## src/rtl/dram_port_arbiter_pkg.sv

```systemverilog
// Shared types and widths for the data-RAM port arbiter.
package dram_port_arbiter_pkg;

  typedef enum logic [1:0] {
    OwnNone = 2'd0,
    OwnCpu  = 2'd1,
    OwnMon  = 2'd2
  } rd_owner_e;

  localparam int unsigned ConflictCntW = 16;
  localparam int unsigned ForcedCntW   = 8;
  localparam int unsigned WaitCntW     = 8;

endpackage

```

## src/rtl/dram_port_arbiter_sat_counter.sv

```systemverilog
// Saturating up-counter with synchronous reset and synchronous clear.
module dram_port_arbiter_sat_counter #(
  parameter int unsigned WIDTH = 8
) (
  input  logic             i_clk,
  input  logic             i_rst,
  input  logic             i_clr,
  input  logic             i_inc,
  output logic [WIDTH-1:0] o_cnt
);

  logic [WIDTH-1:0] r_cnt;

  always_ff @(posedge i_clk) begin
    if (i_rst || i_clr) begin
      r_cnt <= '0;
    end else if (i_inc && (r_cnt != {WIDTH{1'b1}})) begin
      r_cnt <= r_cnt + 1'b1;
    end
  end

  assign o_cnt = r_cnt;

endmodule

```

## src/rtl/dram_port_arbiter.sv

```systemverilog
// Request/grant scheduler sharing the single-port data RAM between the CPU and the UART
// monitor, with owner-tagged read returns and contention counters.
module dram_port_arbiter
  import dram_port_arbiter_pkg::*;
#(
  parameter int unsigned DWIDTH   = 12,
  parameter int unsigned MAX_WAIT = 8
) (
  input  logic              i_clk,
  input  logic              i_rst,
  input  logic              i_cpu_run,
  input  logic              i_cpu_req,
  input  logic              i_cpu_we,
  input  logic [DWIDTH-1:0] i_cpu_adr,
  input  logic [31:0]       i_cpu_wdata,
  input  logic [3:0]        i_cpu_wstrb,
  output logic              o_cpu_gnt,
  output logic              o_cpu_rvalid,
  input  logic              i_mon_req,
  input  logic              i_mon_we,
  input  logic [DWIDTH-1:0] i_mon_adr,
  input  logic [31:0]       i_mon_wdata,
  output logic              o_mon_gnt,
  output logic              o_mon_rvalid,
  output logic [31:0]       o_rdata,
  output logic [DWIDTH-1:0] o_ram_adr,
  output logic [31:0]       o_ram_wdata,
  output logic [3:0]        o_ram_wstrb,
  output logic              o_ram_wen,
  input  logic [31:0]       i_ram_rdata,
  output logic [15:0]       o_conflict_cnt,
  output logic [7:0]        o_forced_cnt
);

  localparam logic [WaitCntW-1:0] MaxWait = WaitCntW'(MAX_WAIT);

  rd_owner_e           r_rd_owner;
  logic [WaitCntW-1:0] w_wait_cnt;
  logic                w_forced;
  logic                w_mon_gnt;
  logic                w_cpu_gnt;
  logic                w_wait_clr;
  logic                w_wait_inc;

  // Starvation guard only matters while the CPU actually competes for the port.
  assign w_forced = i_cpu_run & i_cpu_req & i_mon_req & (w_wait_cnt == MaxWait);

  assign w_mon_gnt = ~i_rst & i_mon_req & (~i_cpu_run | ~i_cpu_req | w_forced);
  assign w_cpu_gnt = ~i_rst & i_cpu_req & ~w_mon_gnt;

  assign o_mon_gnt = w_mon_gnt;
  assign o_cpu_gnt = w_cpu_gnt;

  always_comb begin
    o_ram_adr   = '0;
    o_ram_wdata = '0;
    o_ram_wstrb = '0;
    o_ram_wen   = 1'b0;
    if (w_cpu_gnt) begin
      o_ram_adr   = i_cpu_adr;
      o_ram_wdata = i_cpu_wdata;
      o_ram_wstrb = i_cpu_we ? i_cpu_wstrb : 4'h0;
      o_ram_wen   = i_cpu_we;
    end else if (w_mon_gnt) begin
      o_ram_adr   = i_mon_adr;
      o_ram_wdata = i_mon_wdata;
      o_ram_wstrb = i_mon_we ? 4'hf : 4'h0;
      o_ram_wen   = i_mon_we;
    end
  end

  // Tag of the read issued last cycle; the RAM returns its data this cycle.
  always_ff @(posedge i_clk) begin
    if (i_rst) begin
      r_rd_owner <= OwnNone;
    end else if (w_cpu_gnt && !i_cpu_we) begin
      r_rd_owner <= OwnCpu;
    end else if (w_mon_gnt && !i_mon_we) begin
      r_rd_owner <= OwnMon;
    end else begin
      r_rd_owner <= OwnNone;
    end
  end

  // Reset discards an in-flight read, including its return in the reset cycle.
  assign o_cpu_rvalid = ~i_rst & (r_rd_owner == OwnCpu);
  assign o_mon_rvalid = ~i_rst & (r_rd_owner == OwnMon);
  assign o_rdata      = (o_cpu_rvalid | o_mon_rvalid) ? i_ram_rdata : 32'h0;

  assign w_wait_inc = i_mon_req & ~w_mon_gnt;
  assign w_wait_clr = ~i_mon_req | w_mon_gnt | ~i_cpu_run;

  dram_port_arbiter_sat_counter #(
    .WIDTH (WaitCntW)
  ) u_wait_cnt (
    .i_clk (i_clk),
    .i_rst (i_rst),
    .i_clr (w_wait_clr),
    .i_inc (w_wait_inc),
    .o_cnt (w_wait_cnt)
  );

  dram_port_arbiter_sat_counter #(
    .WIDTH (ConflictCntW)
  ) u_conflict_cnt (
    .i_clk (i_clk),
    .i_rst (i_rst),
    .i_clr (1'b0),
    .i_inc (i_cpu_req & i_mon_req),
    .o_cnt (o_conflict_cnt)
  );

  dram_port_arbiter_sat_counter #(
    .WIDTH (ForcedCntW)
  ) u_forced_cnt (
    .i_clk (i_clk),
    .i_rst (i_rst),
    .i_clr (1'b0),
    .i_inc (w_forced & ~i_rst),
    .o_cnt (o_forced_cnt)
  );

endmodule
```

## config.mk

```make
export PLATFORM = sky130hd
export DESIGN_NAME = dram_port_arbiter
export DESIGN_NICKNAME = d
export VERILOG_FILES = /design/src/rtl/dram_port_arbiter_pkg.sv /design/src/rtl/dram_port_arbiter_sat_counter.sv /design/src/rtl/dram_port_arbiter.sv
export SDC_FILE = /design/constraint.sdc
export NUM_CORES = 1
export LEC_CHECK = 0
export ABC_AREA = 1
export ABC_CLOCK_PERIOD_IN_PS = 1800
export CORE_ASPECT_RATIO = 1.5
export CORE_MARGIN = 1.5
export CORE_UTILIZATION = 33
export CTS_CLUSTER_DIAMETER = 100
export DETAILED_ROUTE_END_ITERATION = 16
export PLACE_DENSITY = 0.82
export SKIP_LAST_GASP = 1
export SLEW_MARGIN = 30
export SYNTH_ARGS = -nofsm -noshare
export SYNTH_HDL_FRONTEND = slang
export SYNTH_SLANG_ARGS = --single-unit
```

## constraint.sdc

```tcl
create_clock -name i_clk -period 1.8 [get_ports i_clk]
set_input_delay 0.27 -clock i_clk [delete_from_list [all_inputs] [get_ports i_clk]]
set_output_delay 0.27 -clock i_clk [all_outputs]
set_load 0.05 [all_outputs]
```

* Word level (Yosys, flattened, before mapping)
Cells that the tools add are included.
Widths: inputs -> output; s select.
** Word-level totals
- Register bits :: 34
- Input port bits :: 131
- Word-level logic and storage cells :: 58
** Operators by class
- Add/sub/neg operators :: 3
- Equality and inequality tests :: 6
- Muxes and demuxes :: 13
- Bitwise gates (word level) :: 22
- Reduce and logical (&&, ||, !) cells :: 9
** Operators by type and width (count)
- $mux 32 :: 3
- $mux 12 :: 2
- $add 16x1->16 const B :: 1
- $add 8x1->8 const B :: 2
- $mux 4 :: 4
- $ne 16x16->1 const B :: 1
- $ne 8x8->1 const B :: 2
- $and 1x1->1 :: 12
- $eq 8x4->1 const B :: 1
- $logic_and 1x1->1 :: 5
- $not 1->1 :: 5
- $or 1x1->1 :: 5
- $mux 1 :: 3
- $eq 2x1->1 const B :: 1
- $eq 2x2->1 const B :: 1
- $logic_not 1->1 :: 2
- $mux 2 :: 1
- $reduce_or 2->1 :: 1
- $logic_or 1x1->1 :: 1

* Logic depth before layout (Yosys ltp)
- Word-level depth :: 9
- Mapped depth :: 12
- Depth with buffers taken out :: 11

* Modules after synthesis
Synthesis repeated with hierarchy kept, for this count alone.
** Unflattened totals
- Cell total of the unflattened synthesis :: 561
- Area, all modules :: 3119.2 um^2
** Modules (own cells, without submodules)
- dram_port_arbiter :: times used 1, cells each 278, area each 1272.5 um^2
- dram_port_arbiter_sat_counter at u_conflict_cnt :: times used 1, cells each 149, area each 950.9 um^2
- dram_port_arbiter_sat_counter at u_forced_cnt ... :: times used 2, cells each 67, area each 447.9 um^2

* Worst setup path after synthesis
OpenSTA, ideal clock, no wires.
- Kind :: register to output
- Start :: reg r_rd_owner[0]
- End :: out o_rdata[10]
- Arrival :: 2.547 ns
- Data required time :: 1.530 ns
- Path slack :: -1.017 ns
- Cell stages (with the launch flop) :: 7
- Path buffers :: 1
- Path through :: dfxtp_1 inv_1 nor3_1 or2_2 inv_1 buf_2 nor2_1
** Between the ends
- Longest elaborated chain between the ends :: 4
** Ends and longest elaborated chain
- start, declared :: RTL line dram_port_arbiter.sv:37 : rd_owner_e r_rd_owner;
- start signal, assigned :: RTL line dram_port_arbiter.sv:75 : r_rd_owner <= OwnNone;
- start signal, assigned :: RTL line dram_port_arbiter.sv:77 : r_rd_owner <= OwnCpu;
- start signal, assigned :: RTL line dram_port_arbiter.sv:79 : r_rd_owner <= OwnMon;
- $eq 2x1->1 :: RTL line dram_port_arbiter.sv:86 : assign o_cpu_rvalid = ~i_rst & (r_rd_owner == OwnCpu);
- $and 1x1->1 :: RTL line dram_port_arbiter.sv:86
- net o_cpu_rvalid :: RTL line dram_port_arbiter.sv:18 : output logic o_cpu_rvalid,
- $or 1x1->1 :: RTL line dram_port_arbiter.sv:88 : assign o_rdata = (o_cpu_rvalid | o_mon_rvalid) ? i_ram_rdata : 32'h0;
- $mux 32 :: RTL line dram_port_arbiter.sv:88
- end, declared :: RTL line dram_port_arbiter.sv:25 : output logic [31:0] o_rdata,
The timed path passes the listed nets, and every way through them passes these cells.

* Final worst setup path
- Start :: reg u_wait_cnt.r_cnt[0] (netlist: u_wait_cnt.o_cnt[0])
- End :: out o_ram_adr[1]
** Between the ends
- Longest elaborated chain between the ends :: 7
** Ends and longest elaborated chain
- start, declared :: RTL line dram_port_arbiter_sat_counter.sv:12 : logic [WIDTH-1:0] r_cnt;
- start signal, assigned :: RTL line dram_port_arbiter_sat_counter.sv:18 : r_cnt <= r_cnt + 1'b1;
- $eq 8x4->1 (*) :: RTL line dram_port_arbiter.sv:46 : assign w_forced = i_cpu_run & i_cpu_req & i_mon_req & (w_wait_cnt == MaxWait);
- $and 1x1->1 (*) :: RTL line dram_port_arbiter.sv:46
- $or 1x1->1 (*) :: RTL line dram_port_arbiter.sv:48 : assign w_mon_gnt = ~i_rst & i_mon_req & (~i_cpu_run | ~i_cpu_req | w_forced);
- $and 1x1->1 (*) :: RTL line dram_port_arbiter.sv:48
- $not 1->1 :: RTL line dram_port_arbiter.sv:49 : assign w_cpu_gnt = ~i_rst & i_cpu_req & ~w_mon_gnt;
- $and 1x1->1 :: RTL line dram_port_arbiter.sv:49
- $mux 12 (*) :: RTL line dram_port_arbiter.sv:59 : if (w_cpu_gnt) begin
- end, declared :: RTL line dram_port_arbiter.sv:26 : output logic [DWIDTH-1:0] o_ram_adr,
Mark *: on every way between the ends. The rest lies on a longest branch, timed or not.

==> out/results.ini <==
[final_layout]
final_cell_count_no_fill=925
antennaDiodeCount=0
syn_to_final_growth_pct=140
nets=952
num-fill-cells=517
final_layout_size_suffix_gt1_share_pct=39.2
fin_area_um2=6940

[timing]
min_period_over_period_pct=122
rsz0062_at_grt=yes
hold_violations=0
fin_setup_tns_ps=-18420
layout_setup_ws_ps=-396
timing.final.max_slew_violations=0
hold_slack_ps=510
setup-violations-final=74
skew_ps=8.86
timing.fmax_mhz=455
period_minus_slack_ps=2200
tightestPinTransition_ps=308
slew-limit-headroom_pct=79.4

[routing]
drc=0
dr.pass1.iters=4
drt_iter0_drc=199
ant_nets=0
viasPerCell=5.05
drt_wl_total_um=17200
vias=4669
routedWlPerCell_um=18.6

[worst_setup_path]
ff2ff_path_depth=7
worstSetupEndpointType=output port
path_max_fanout=17
worstReg2RegEnd=u_forced_cnt.o_cnt[6]
reg2reg_from=u_forced_cnt.o_cnt[0]
r2r_slack_ps=210
path_class=register to output port
arrival_ps=1930
crit_path_start_kind=register
cp.required_ps=1530

[pwr]
p_comb_share_pct=47.3
p_total_w=0.00313
clkPwrFrac_pct=28.2
power.internal_w=0.00198
leakage_nw=3.19
powerDensity_nw_per_um2=451
switching_power_w=0.00115
vdd_drop_max_uv=506
p_sw_share_pct=36.6
seq_power_share_pct=24.5

[die]
die_area_um2=9360
coreArea_um2=8460
start_util_pct=34.2
dieHeight_um=118
num_rows=41
chipWidth_um=79.5
io_pins=240

[min_path]
worstHoldStart=u_conflict_cnt.o_cnt[15]
min_to=u_conflict_cnt.o_cnt[15]
hp-class=register to register
hold_path_depth=2

[yosys]
synthArstFlopShare_pct=0
yosysMostFrequentCell=nand2_1
synth_common_cells=nand2_1, nor2_1, inv_1
synthesis.instances=533
netlist-cell-type-count=30
ys_top_cells_by_area=nand2_1, dfxtp_1, nor2_1, inv_1, a21oi_1
synth_ff_type=dfxtp_1
yosysSeqAreaShare_pct=23.5
yosys_warnings=0
yosysTopAreaCell=nand2_1
avgSynthCellArea_um2=5.43
syn_area_um2=2900
synth_fp_nets=668
synth_edf_count=0
synth_top_area_share_pct=30.9
synth-seq-cells=34

[placed_design]
dpl_cell_area_um2=5820
placed_cells=901
place_congestion=0.959
dpl.hpwl_um=11300
portBuffers=239

[cts]
cts.clk_slew.worst_paths_ps=60
tritoncts=done
cts_max_level=2
cts-hold-fix-buffers=0
clk_latency_ps=280
cts_buffers=5
numClockSinks=34
root_buffer=clkbuf_16
clockBufferDepth=2

[global_routing]
grt_pass1_wl_um=24600
track_usage_pct=34.0
antenna_found_initial=0
gr-total-overflow=0
grt_max_degree=21
grt_pass1_vias=4660

[run_status]
violations=setup timing
status=finished, violations left

[flow_run]
cap_violations=0

## state kept, by name (all words and copies together), names as in the netlist
signal                count
u_conflict_cnt.o_cnt     16
u_wait_cnt.o_cnt          8
r_rd_owner                2
u_forced_cnt.o_cnt        8
## critical path, cell delays in order, from the launching register on
cell and delay (ps):
dfxtp_2 330, inv_2 80, ha_4 160, nand2_4 60
inv_4 70, nand2_4 40, o21ai_4 150, nand2_4 90
clkinv_4 110, buf_16 160, nand2_1 120, nand2_2 110
buf_8 150
## cell usage in the layout (no fill, tap or decap), types with 2 or more instances in the layout
cell	n
nand3_1	17
buf_4	62
inv_2	8
nor2_4	31
nand4_1	6
o21ai_4	5
clkdlybuf4s50_1	128
buf_8	46
buf_12	10
inv_1	61
xor2_1	5
nor2_2	2
xnor2_1	9
clkbuf_16	5
nand2_1	158
dfxtp_2	5
nor3_1	4
dfxtp_1	28
nand3_2	4
ha_1	2
o2111ai_1	3
a21oi_1	19
buf_16	3
buf_6	44
nand2_4	25
nor2_1	50
o21ai_0	4
nand2_2	57
## area by class of cell
class | count | area, µm² | area share, %
Sequential cell | 34 | 691 | 9.95
Inverter | 73 | 302 | 4.34
Clock buffer | 7 | 143 | 2.05
Multi-Input combinational cell | 408 | 2430 | 35.0
Timing Repair Buffer | 295 | 3240 | 46.6
Tap cell | 107 | 134 | 1.93
Clock inverter | 1 | 5.00 | 0.0721
## what timing repair did
item | CTS | global route
setup endpoints to repair | 83 | 93
cloned | 5 | 0
pin swaps | 11 | 11
buffers inserted | 9 | 8
gates resized for setup | 174 | 56
hold endpoints to repair | 0 | 0
## power groups by stage
stage          combinational (W)  sequential [W]  clock, W
2_1_floorplan           0.000632        0.000794         0
3_3_place_gp             0.00118        0.000783         0
3_5_place_dp             0.00119        0.000784         0
4_1_cts                  0.00140        0.000768  0.000890
5_1_grt                  0.00153        0.000768  0.000918
6_report                 0.00148        0.000768  0.000882
## layer usage
| layer | vias to the layer above | wire length, µm | global-route usage [%] |
|---|---|---|---|
| met5 | - | 0 | 0 |
| met4 | 0 | 823 | 13.2 |
| met3 | 62 | 1970 | 12.3 |
| met2 | 255 | 8390 | 58.1 |
| met1 | 2184 | 5970 | 37.6 |
| li1 | 2168 | - | - |
## worst max path at each step
stage | startpoint | to | slack [ps] | cells past startpoint
2_1_floorplan | u_wait_cnt.o_cnt[1] | o_ram_wstrb[0] | -230 | 9
3_3_place_gp | i_mon_req | o_ram_wdata[7] | -410 | 11
3_5_place_dp | i_mon_req | o_ram_wdata[7] | -430 | 11
4_1_cts | u_wait_cnt.o_cnt[0] | o_ram_adr[10] | -340 | 13
5_1_grt | u_wait_cnt.o_cnt[0] | o_ram_wdata[19] | -480 | 13
6_report | u_wait_cnt.o_cnt[0] | o_ram_adr[1] | -400 | 12
## kinds of logic after synthesis
kind of cell | synth area share, %
AO/OA/AOI/OAI | 6.14
AND/OR/NAND/NOR | 49.8
flip-flops | 23.5
adder cells (fa/ha/maj) | 1.73
XOR/XNOR | 4.24
buffers and inverters | 14.6
## metrics by stage
step / setup slack [ps] / util, %
after floorplan: -227 / -
after global placement: -407 / 68.8
after detailed placement: -429 / 68.8
after CTS: -343 / 79.7
after global routing: -475 / 82.0
final: -396 / 82.0
Note: power is estimated with default switching activity, not from simulation.
